===== config.mk =====
export PLATFORM = sky130hd
export DESIGN_NAME = ex_mem_elastic_reg_flat
export DESIGN_NICKNAME = d
export VERILOG_FILES = /design/src/rtl/ex_mem_elastic_reg_pkg.sv /design/src/rtl/ex_mem_elastic_reg_if.sv /design/src/rtl/ex_mem_elastic_reg_ring_ptr_ctrl.sv /design/src/rtl/ex_mem_elastic_reg.sv /design/src/flat_wrapper.sv
export SDC_FILE = /design/constraint.sdc
export NUM_CORES = 1
export LEC_CHECK = 0
export BUFFER_PORTS_ARGS = -buffer_cell sky130_fd_sc_hd__buf_2
export CORE_MARGIN = 4
export CORE_UTILIZATION = 35
export CTS_CLUSTER_DIAMETER = 100
export DETAILED_ROUTE_END_ITERATION = 16
export GPL_TIMING_DRIVEN = 1
export PLACE_DENSITY_LB_ADDON = 0.3
export SLEW_MARGIN = 15
export SYNTH_ARGS = -nofsm -noshare
export SYNTH_HDL_FRONTEND = slang
export SYNTH_SLANG_ARGS = --single-unit

===== constraint.sdc =====
create_clock -name clk -period 5.9 [get_ports clk]
set_clock_uncertainty 0.1 [all_clocks]
set_input_delay 0 -clock clk [delete_from_list [all_inputs] [get_ports clk]]
set_output_delay 0 -clock clk [all_outputs]
set_load 0.005 [all_outputs]

===== src/rtl/ex_mem_elastic_reg_pkg.sv =====
// ============================================================================
// Module : ex_mem_pkg
// Brief  : Shared widths, entry layout and occupancy helper for the EX/MEM buffer.
// Rev    : 1.0
// ============================================================================
`default_nettype none

package ex_mem_pkg;

    localparam int C_WORD_WIDTH   = 32;
    localparam int C_REG_ADDR_LEN = 4;

    typedef struct packed {
        logic [C_REG_ADDR_LEN-1:0] dst;
        logic [C_WORD_WIDTH-1:0]   alu_res;
        logic [C_WORD_WIDTH-1:0]   val_rm;
        logic                      mem_read;
        logic                      mem_write;
        logic                      wb_en;
    } ex_mem_entry_t;

    // Counter must hold the value DEPTH itself, hence DEPTH+1 states.
    function automatic int occ_width(input int depth);
        return $clog2(depth + 1);
    endfunction

endpackage

`default_nettype wire


===== src/rtl/ex_mem_elastic_reg_if.sv =====
// ============================================================================
// Module : ex_mem_elastic_reg_if
// Brief  : Execute-side / memory-side handshake bundle of the EX/MEM buffer.
// Rev    : 1.0
// ============================================================================
`default_nettype none

interface ex_mem_elastic_reg_if
    import ex_mem_pkg::*;
#(
    parameter int WORD_WIDTH   = C_WORD_WIDTH,
    parameter int REG_ADDR_LEN = C_REG_ADDR_LEN,
    parameter int DEPTH        = 2
);
    localparam int CNT_W = occ_width(DEPTH);

    logic                    freeze;
    logic                    flush;
    logic                    in_valid;
    logic                    in_ready;
    logic [REG_ADDR_LEN-1:0] dst_in;
    logic [WORD_WIDTH-1:0]   ALU_res_in;
    logic [WORD_WIDTH-1:0]   val_Rm_in;
    logic                    mem_read_in;
    logic                    mem_write_in;
    logic                    WB_en_in;
    logic                    out_valid;
    logic                    out_ready;
    logic [REG_ADDR_LEN-1:0] dst_out;
    logic [WORD_WIDTH-1:0]   ALU_res_out;
    logic [WORD_WIDTH-1:0]   val_Rm_out;
    logic                    mem_read_out;
    logic                    mem_write_out;
    logic                    WB_en_out;
    logic [CNT_W-1:0]        count;

    // master = surrounding pipeline, slave = the buffer itself
    modport master (
        output freeze, flush, in_valid, dst_in, ALU_res_in, val_Rm_in,
               mem_read_in, mem_write_in, WB_en_in, out_ready,
        input  in_ready, out_valid, dst_out, ALU_res_out, val_Rm_out,
               mem_read_out, mem_write_out, WB_en_out, count
    );

    modport slave (
        input  freeze, flush, in_valid, dst_in, ALU_res_in, val_Rm_in,
               mem_read_in, mem_write_in, WB_en_in, out_ready,
        output in_ready, out_valid, dst_out, ALU_res_out, val_Rm_out,
               mem_read_out, mem_write_out, WB_en_out, count
    );

endinterface

`default_nettype wire


===== src/rtl/ex_mem_elastic_reg_ring_ptr_ctrl.sv =====
// ============================================================================
// Module : ring_ptr_ctrl
// Brief  : Read/write ring pointers and occupancy counter for a DEPTH-entry buffer.
// Rev    : 1.0
// ============================================================================
`default_nettype none

module ring_ptr_ctrl
    import ex_mem_pkg::*;
#(
    parameter  int DEPTH = 2,
    localparam int PTR_W = $clog2(DEPTH),
    localparam int CNT_W = occ_width(DEPTH)
) (
    input  wire logic             clk,
    input  wire logic             rst,
    input  wire logic             push,
    input  wire logic             pop,
    input  wire logic             flush,
    output logic      [PTR_W-1:0] rd_ptr,
    output logic      [PTR_W-1:0] wr_ptr,
    output logic      [CNT_W-1:0] count,
    output logic                  full,
    output logic                  empty
);

    localparam logic [PTR_W-1:0] C_LAST_PTR = PTR_W'(DEPTH - 1);
    localparam logic [CNT_W-1:0] C_DEPTH    = CNT_W'(DEPTH);

    logic [PTR_W-1:0] r_rd_ptr;
    logic [PTR_W-1:0] r_wr_ptr;
    logic [CNT_W-1:0] r_count;

    // Explicit wrap so non-power-of-two depths work.
    function automatic logic [PTR_W-1:0] ptr_inc(input logic [PTR_W-1:0] p);
        return (p == C_LAST_PTR) ? '0 : p + 1'b1;
    endfunction

    always_ff @(posedge clk) begin
        if (rst || flush) begin
            r_rd_ptr <= '0;
            r_wr_ptr <= '0;
            r_count  <= '0;
        end else begin
            if (push) r_wr_ptr <= ptr_inc(r_wr_ptr);
            if (pop)  r_rd_ptr <= ptr_inc(r_rd_ptr);
            if (push && !pop)
                r_count <= r_count + 1'b1;
            else if (pop && !push)
                r_count <= r_count - 1'b1;
        end
    end

    assign rd_ptr = r_rd_ptr;
    assign wr_ptr = r_wr_ptr;
    assign count  = r_count;
    assign full   = (r_count == C_DEPTH);
    assign empty  = (r_count == '0);

endmodule

`default_nettype wire


===== src/rtl/ex_mem_elastic_reg.sv =====
// ============================================================================
// Module : ex_mem_elastic_reg
// Brief  : Elastic EX->MEM pipeline register: DEPTH-entry ring buffer with freeze/flush.
// Rev    : 1.0
// ============================================================================
`default_nettype none

module ex_mem_elastic_reg
    import ex_mem_pkg::*;
#(
    parameter int WORD_WIDTH   = C_WORD_WIDTH,
    parameter int REG_ADDR_LEN = C_REG_ADDR_LEN,
    parameter int DEPTH        = 2
) (
    input wire logic            clk,
    input wire logic            rst,
    ex_mem_elastic_reg_if.slave bus
);

    localparam int ENTRY_W = REG_ADDR_LEN + 2 * WORD_WIDTH + 3;
    localparam int PTR_W   = $clog2(DEPTH);
    localparam int CNT_W   = occ_width(DEPTH);

    logic [ENTRY_W-1:0] r_mem [DEPTH];
    logic [ENTRY_W-1:0] w_in_entry;
    logic [PTR_W-1:0]   w_rd_ptr;
    logic [PTR_W-1:0]   w_wr_ptr;
    logic [CNT_W-1:0]   w_count;
    logic               w_full;
    logic               w_empty;
    logic               w_in_ready;
    logic               w_out_valid;
    logic               w_push;
    logic               w_pop;

    // Readiness ignores out_ready so no combinational path crosses the buffer.
    assign w_in_ready  = ~bus.freeze & ~w_full;
    assign w_out_valid = ~bus.freeze & ~w_empty;
    assign w_push      = bus.in_valid & w_in_ready;
    assign w_pop       = w_out_valid & bus.out_ready;

    assign w_in_entry = {bus.dst_in, bus.ALU_res_in, bus.val_Rm_in,
                         bus.mem_read_in, bus.mem_write_in, bus.WB_en_in};

    ring_ptr_ctrl #(
        .DEPTH (DEPTH)
    ) u_ptr_ctrl (
        .clk    (clk),
        .rst    (rst),
        .push   (w_push),
        .pop    (w_pop),
        .flush  (bus.flush),
        .rd_ptr (w_rd_ptr),
        .wr_ptr (w_wr_ptr),
        .count  (w_count),
        .full   (w_full),
        .empty  (w_empty)
    );

    always_ff @(posedge clk) begin
        if (rst) begin
            for (int i = 0; i < DEPTH; i++)
                r_mem[i] <= '0;
        end else if (w_push && !bus.flush) begin
            r_mem[w_wr_ptr] <= w_in_entry;
        end
    end

    // Gate the whole head entry so an idle slot can never issue a store or write-back.
    assign {bus.dst_out, bus.ALU_res_out, bus.val_Rm_out,
            bus.mem_read_out, bus.mem_write_out, bus.WB_en_out} =
           w_out_valid ? r_mem[w_rd_ptr] : '0;

    assign bus.in_ready  = w_in_ready;
    assign bus.out_valid = w_out_valid;
    assign bus.count     = w_count;

endmodule

`default_nettype wire


===== src/flat_wrapper.sv =====
// flat-port wrapper written by rule: the top's interface ports become plain ports
module ex_mem_elastic_reg_flat import ex_mem_pkg::*;
#(
    parameter int WORD_WIDTH   = C_WORD_WIDTH,
    parameter int REG_ADDR_LEN = C_REG_ADDR_LEN,
    parameter int DEPTH        = 2
)
  (clk, rst, bus_freeze, bus_flush, bus_in_valid, bus_dst_in, bus_ALU_res_in, bus_val_Rm_in, bus_mem_read_in, bus_mem_write_in, bus_WB_en_in, bus_out_ready, bus_in_ready, bus_out_valid, bus_dst_out, bus_ALU_res_out, bus_val_Rm_out, bus_mem_read_out, bus_mem_write_out, bus_WB_en_out, bus_count);
  ex_mem_elastic_reg_if #(.WORD_WIDTH(WORD_WIDTH), .REG_ADDR_LEN(REG_ADDR_LEN), .DEPTH(DEPTH)) bus_i ();
  input wire logic clk;
  input wire logic rst;
  input wire logic [$bits(bus_i.freeze)-1:0] bus_freeze;
  input wire logic [$bits(bus_i.flush)-1:0] bus_flush;
  input wire logic [$bits(bus_i.in_valid)-1:0] bus_in_valid;
  input wire logic [$bits(bus_i.dst_in)-1:0] bus_dst_in;
  input wire logic [$bits(bus_i.ALU_res_in)-1:0] bus_ALU_res_in;
  input wire logic [$bits(bus_i.val_Rm_in)-1:0] bus_val_Rm_in;
  input wire logic [$bits(bus_i.mem_read_in)-1:0] bus_mem_read_in;
  input wire logic [$bits(bus_i.mem_write_in)-1:0] bus_mem_write_in;
  input wire logic [$bits(bus_i.WB_en_in)-1:0] bus_WB_en_in;
  input wire logic [$bits(bus_i.out_ready)-1:0] bus_out_ready;
  output wire logic [$bits(bus_i.in_ready)-1:0] bus_in_ready;
  output wire logic [$bits(bus_i.out_valid)-1:0] bus_out_valid;
  output wire logic [$bits(bus_i.dst_out)-1:0] bus_dst_out;
  output wire logic [$bits(bus_i.ALU_res_out)-1:0] bus_ALU_res_out;
  output wire logic [$bits(bus_i.val_Rm_out)-1:0] bus_val_Rm_out;
  output wire logic [$bits(bus_i.mem_read_out)-1:0] bus_mem_read_out;
  output wire logic [$bits(bus_i.mem_write_out)-1:0] bus_mem_write_out;
  output wire logic [$bits(bus_i.WB_en_out)-1:0] bus_WB_en_out;
  output wire logic [$bits(bus_i.count)-1:0] bus_count;
  assign bus_i.freeze = bus_freeze;
  assign bus_i.flush = bus_flush;
  assign bus_i.in_valid = bus_in_valid;
  assign bus_i.dst_in = bus_dst_in;
  assign bus_i.ALU_res_in = bus_ALU_res_in;
  assign bus_i.val_Rm_in = bus_val_Rm_in;
  assign bus_i.mem_read_in = bus_mem_read_in;
  assign bus_i.mem_write_in = bus_mem_write_in;
  assign bus_i.WB_en_in = bus_WB_en_in;
  assign bus_i.out_ready = bus_out_ready;
  assign bus_in_ready = bus_i.in_ready;
  assign bus_out_valid = bus_i.out_valid;
  assign bus_dst_out = bus_i.dst_out;
  assign bus_ALU_res_out = bus_i.ALU_res_out;
  assign bus_val_Rm_out = bus_i.val_Rm_out;
  assign bus_mem_read_out = bus_i.mem_read_out;
  assign bus_mem_write_out = bus_i.mem_write_out;
  assign bus_WB_en_out = bus_i.WB_en_out;
  assign bus_count = bus_i.count;
  ex_mem_elastic_reg #(.WORD_WIDTH(WORD_WIDTH), .REG_ADDR_LEN(REG_ADDR_LEN), .DEPTH(DEPTH)) u_core (.clk(clk), .rst(rst), .bus(bus_i));
endmodule

Word level (Yosys, flattened, before mapping)

Memories as Yosys holds them, arrays and structs flattened. A register that Yosys moved wholly into a read port is not among the register bits.
Index checks and enable logic that the tools add are counted.
Widths: inputs -> output; s select.

Flip-flop bits (word level): 4
Memory bits (writable): 142
Input port bits: 77
Word-level logic and storage cells: 41
Memories: 1

$add $sub $neg: 4
Equality and inequality tests: 1
Muxes and demuxes: 15
Bitwise gates (word level): 7
Reduce and logical (&&, ||, !) cells: 10

Memories:

| memory       | words | width | read ports | clocked after memory_dff | wr ports | line                     | text |
|---|---|---|---|---|---|---|---|
| u_core.r_mem | 2     | 71    | 1          | 1                        | 2        | ex_mem_elastic_reg.sv:24 | `logic [ENTRY_W-1:0] r_mem [DEPTH];` |

Operators with widths:

| kind                | count |
|---|---|
| $mux 71             | 2 |
| $reduce_or 71->1    | 1 |
| $mux 1              | 11 |
| $and 1x1->1         | 4 |
| $mux 2              | 2 |
| $logic_and 1x1->1   | 3 |
| $logic_not 1->1     | 3 |
| $not 1->1           | 3 |
| $add 1x1->1 const B | 2 |
| $add 2x1->2 const B | 1 |
| $eq 2x2->1 const B  | 1 |
| $logic_not 2->1     | 1 |
| $reduce_bool 2->1   | 1 |
| $sub 2x1->2 const B | 1 |
| $logic_or 1x1->1    | 1 |

Depth between registers and ports, before layout

Word-level depth: 10
Mapped depth: 8
Depth with buffers taken out: 7

Cells and area by module

Synthesis repeated with hierarchy kept, for this count alone.

Cells, all modules: 573
Area total of the unflattened synthesis: 7086.8 um^2

Modules (own cells, without submodules):

| module             | instances | cells an instance | area each (um^2) | sequential area each (um^2) |
|---|---|---|---|---|
| ex_mem_elastic_reg | 1         | 555               | 6904.1           | 4264.1 |
| ring_ptr_ctrl      | 1         | 18                | 182.7            | 80.1 |

Least setup slack after synthesis

No wires, ideal clock.

Path kind: register to register
Start: reg u_core.u_ptr_ctrl.r_count[0], in the netlist u_core.u_ptr_ctrl.count[0]
End: mem u_core.r_mem[0][0] in the netlist's numbering, enable pin
Library setup time: 0.428 ns
Arrival time: 2.457 ns
Data required time: 5.372 ns
Slack: 2.915 ns
Stages on the path, launching flop included: 6
Path buffers: 2
Cells stage by stage: dfxtp_1 > nor2b_1 > nor3b_2 > buf_4 > buf_4 > a21o_1

RTL lines:

| item                   | line                                   | text |
|---|---|---|
| start, declared        | ex_mem_elastic_reg_ring_ptr_ctrl.sv:32 | `logic [CNT_W-1:0] r_count;` |
| start signal, assigned | ex_mem_elastic_reg_ring_ptr_ctrl.sv:48 | `r_count <= r_count + 1'b1;` |
| start signal, assigned | ex_mem_elastic_reg_ring_ptr_ctrl.sv:50 | `r_count <= r_count - 1'b1;` |
| end, declared          | ex_mem_elastic_reg.sv:24               |  |

Worst setup path after layout

Start: reg u_core.u_ptr_ctrl.r_count[0], in the netlist u_core.u_ptr_ctrl.count[0]
End: reg u_core.u_ptr_ctrl.r_count[0], in the netlist u_core.u_ptr_ctrl.count[0]

Longest elaborated chain between the ends: 7
Elaborated cells between the ends (all ways): 17
Classes of those cells: add/sub (2); eq/ne (1); mux (2); bitwise (6); reduce/logical (6)

Ends and longest elaborated chain:

| item                                                         | line |
|---|---|
| $eq 2x2->1 / $logic_not 2->1 (equally long branches)         | ex_mem_elastic_reg_ring_ptr_ctrl.sv:57, ex_mem_elastic_reg_ring_ptr_ctrl.sv:58 |
| $not 1->1 (on tied branches)                                 | ex_mem_elastic_reg.sv:37, ex_mem_elastic_reg.sv:38 |
| $and 1x1->1 (on tied branches)                               | ex_mem_elastic_reg.sv:37, ex_mem_elastic_reg.sv:38 |
| $and 1x1->1 (on tied branches)                               | ex_mem_elastic_reg.sv:39, ex_mem_elastic_reg.sv:40 |
| $logic_not 1->1 (on tied branches)                           | ex_mem_elastic_reg_ring_ptr_ctrl.sv:49, ex_mem_elastic_reg_ring_ptr_ctrl.sv:47 |
| $logic_and 1x1->1 (on tied branches)                         | ex_mem_elastic_reg_ring_ptr_ctrl.sv:49, ex_mem_elastic_reg_ring_ptr_ctrl.sv:47 |
| $reduce_bool 2->1 (no line) / $mux 2 (equally long branches) | -- |

Parallel ways exist; a longest one is shown, timed or not. The select of a mux whose other input is x is not followed.
A chain may end at the register's enable or synchronous reset.

==> results.ini <==
[worst_setup_path]
end_kind = flop
start_kind = flop
required_ps = 6160
ff2ff_setup_slack_ps = 2770
worstSetupPathType = reg -> reg
rr_worst_depth = 7
r2r-end = u_core.u_ptr_ctrl.count[0]$_SDFFE_PP0P_
path_max_fanout = 144
slowest_stage = buf_4
critical_path.endpoint = u_core.u_ptr_ctrl.count[0]$_SDFFE_PP0P_
worstPathArrival_ps = 3390
crit_start = u_core.u_ptr_ctrl.count[0]$_SDFFE_PP0P_
critPathMaxStageDelay_ps = 840
crit-reg2reg-launch = u_core.u_ptr_ctrl.count[0]$_SDFFE_PP0P_
crit_chain = nor2b_1 > nor3b_4 > buf_4 > ha_1 > xor2_1 > nor3_1 > dlygate4sd3_1

[sta]
tns_ps = 0
rsz0062_at_grt = false
worst_slew_pin_slew_ps = 1080
whs_ps = 279
slew_headroom = 0.283
min_period_ps = 3130
fmax_ghz = 0.319
hold_viol_final = 0
period_share = 0.531
drv_slew = 0
setup_viol = 0

[cts]
clkSinkCount = 147
post-cts-setup-buffers = 0
ctsLongestPathBuffers = 2
tritoncts = built
numCtsBuffers = 17
root_buffer = clkbuf_16
clk_pin_slew_ps = 60
clkLatencyLatePin_ps = 410
htree_levels = 4
post_cts_resize_count = 0
cts.hold.buffers_added = 76

[synthesis]
synth_common_cells = and3_1 (142), edfxtp_1 (142), nor2_1 (73), mux2i_1 (71), buf_2 (21)
synthArstFlopShare = 0
syn_area_um2 = 6620
syn_area_per_cell_um2 = 13.2
ys_seq_elements = 147
synth_flop_cell = edfxtp_1
yosysWarningCount = 0
synth_top_area_share = 0.644
syn-num-nets = 580
synth_edf_count = 142
yosys-top-cells-area = edfxtp_1 (64%), and3_1 (13%), mux2i_1 (11%), nor2_1 (4.1%), buf_2 (1.6%)
yosys.cell_types.count = 24
yosysSeqAreaShare = 0.659
synth_cells = 502
synth_area_leader_cell = edfxtp_1

[grt]
grt_pass1_wl_mm = 25.6
grt_pass1_vias = 4983
grt_overflow_total = 0
grt_antenna_before_repair = 1
grt_use_total = 0.152
grt_max_degree = 145

[placement]
port_buffers = 151
routabilityCongestion = 0.763
hpwl_mm = 9.36

[drt]
drc_errors = 0
vias = 4625
drt-met1-wl_mm = 6.73
via_per_inst = 4.86
drtIter0Drc = 290
postRouteAntennaNets = 0
highest_layer = met4
wire_per_inst_um = 16.6
dr_wl_met2_mm = 7.65
dr.pass1.iters = 4
drt-total-wl_mm = 15.8
met3_wirelength_mm = 1.11

[die]
io_pins = 152
fp.dieArea_um2 = 21200
fp.dieH_um = 146
die_x_um = 146
core_area_um2 = 18600
rows = 50
start_util = 0.355

[power_and_ir_drop]
peakVddDrop_v = 0.000190
p_per_area_nw_per_um2 = 279
p_leak_nw = 3.97

[outcome]
status = finished, final reports clean

[layout]
nFillCells = 1714
syn_to_final_growth_pct = 34.1
drive_gt1_frac = 0.264
fin_nets = 783

[flow_run]
maxCapViolCount = 0

[hold_path]
hold_path_class = in -> out

==> metal layers <==
layer  GRT usage  up-vias
li1            -     2265
met1       0.191     2196
met2       0.254      144
met3      0.0448       20
met4      0.0503        0
met5           0        -
==> state kept, by name, indices dropped and copies added (netlist names), named ones only <==
name and count:
u_core.u_ptr_ctrl.wr_ptr 1, u_core.u_ptr_ctrl.rd_ptr 1, u_core.r_mem 142, u_core.u_ptr_ctrl.count 2
==> power breakdown <==
group / total, mW / switching (mW) / internal (mW) / leakage [nW]
combinational: 0.181 / 0.0976 / 0.0829 / 2.17
clock: 1.09 / 0.396 / 0.697 / 0.289
sequential: 1.20 / 0.0132 / 1.19 / 1.51
==> stage by stage <==
step	utilization	total power, mW	worst slack, ps	std cells	instance area (µm²)
after CTS	0.476	2.49	2750	951	8880
after global routing	0.476	2.56	2500	952	8880
after detailed placement	0.403	1.37	3090	844	7520
after floorplan	-	1.30	2910	502	6620
after global placement	0.403	1.36	3160	844	7520
final	0.476	2.47	2770	952	8880
==> cells by family after synthesis <==
| kind of cell | synth area share |
|---|---|
| AO/OA/AOI/OAI | 0.00831 |
| XOR/XNOR | 0.00265 |
| adder cells (fa/ha/maj) | 0.00189 |
| buffers and inverters | 0.0351 |
| flip-flops | 0.659 |
| multiplexers | 0.109 |
| AND/OR/NAND/NOR | 0.184 |
==> cell usage in the layout, fill, tap and decap left out <==
master and count:
o21bai_4 1, buf_2 151, clkinvlp_4 1, a21o_4 2
nor2_1 73, clkinv_1 4, clkbuf_16 17, o21ai_0 2
ha_1 1, nor2b_1 1, clkinv_4 1, buf_4 4
edfxtp_1 142, diode_2 1, dlygate4sd3_1 76, inv_1 2
bufinv_16 4, nand2_1 1, dfxtp_1 4, a21boi_0 3
dfxtp_4 1, mux2_2 1, and2_4 1, clkbuf_1 1
mux2i_1 71, nor3b_4 1, nor3_1 1, and3_1 142
xor2_1 2, clkinv_2 3, nor3_4 1, or3_1 2
==> layout make-up <==
class | instances | area, µm² | share of cell area
repair buffers | 231 | 1550 | 0.174
multi-input cells | 306 | 2070 | 0.233
diodes | 1 | 2.50 | 0.000282
clock buffers | 18 | 429 | 0.0483
clock inverters | 13 | 166 | 0.0187
inverters | 2 | 7.51 | 0.000845
well taps | 234 | 293 | 0.0330
flip-flops and latches | 147 | 4370 | 0.492
==> how the worst min path moves through the flow <==
stage | end | startpoint | slack, ps | depth (start not counted)
6_report | bus_in_ready | bus_freeze | 280 | 3
4_1_cts | bus_in_ready | bus_freeze | 280 | 3
5_1_grt | bus_in_ready | bus_freeze | 300 | 3
2_1_floorplan | bus_in_ready | bus_freeze | -70 | 1
3_3_place_gp | u_core.u_ptr_ctrl.count[0]$_SDFFE_PP0P_ | bus_flush | 140 | 2
3_5_place_dp | u_core.u_ptr_ctrl.count[0]$_SDFFE_PP0P_ | bus_flush | 160 | 2
==> worst max-delay path, delay by kind of cell (launching register included) <==
family | cells | cell delay (ps)
buf+inv | 2 | 1400
fa+ha+maj | 1 | 400
flops | 1 | 470
simple gates | 3 | 520
xor+xnor | 1 | 170
No activity file was read; power rests on OpenSTA's default activity.
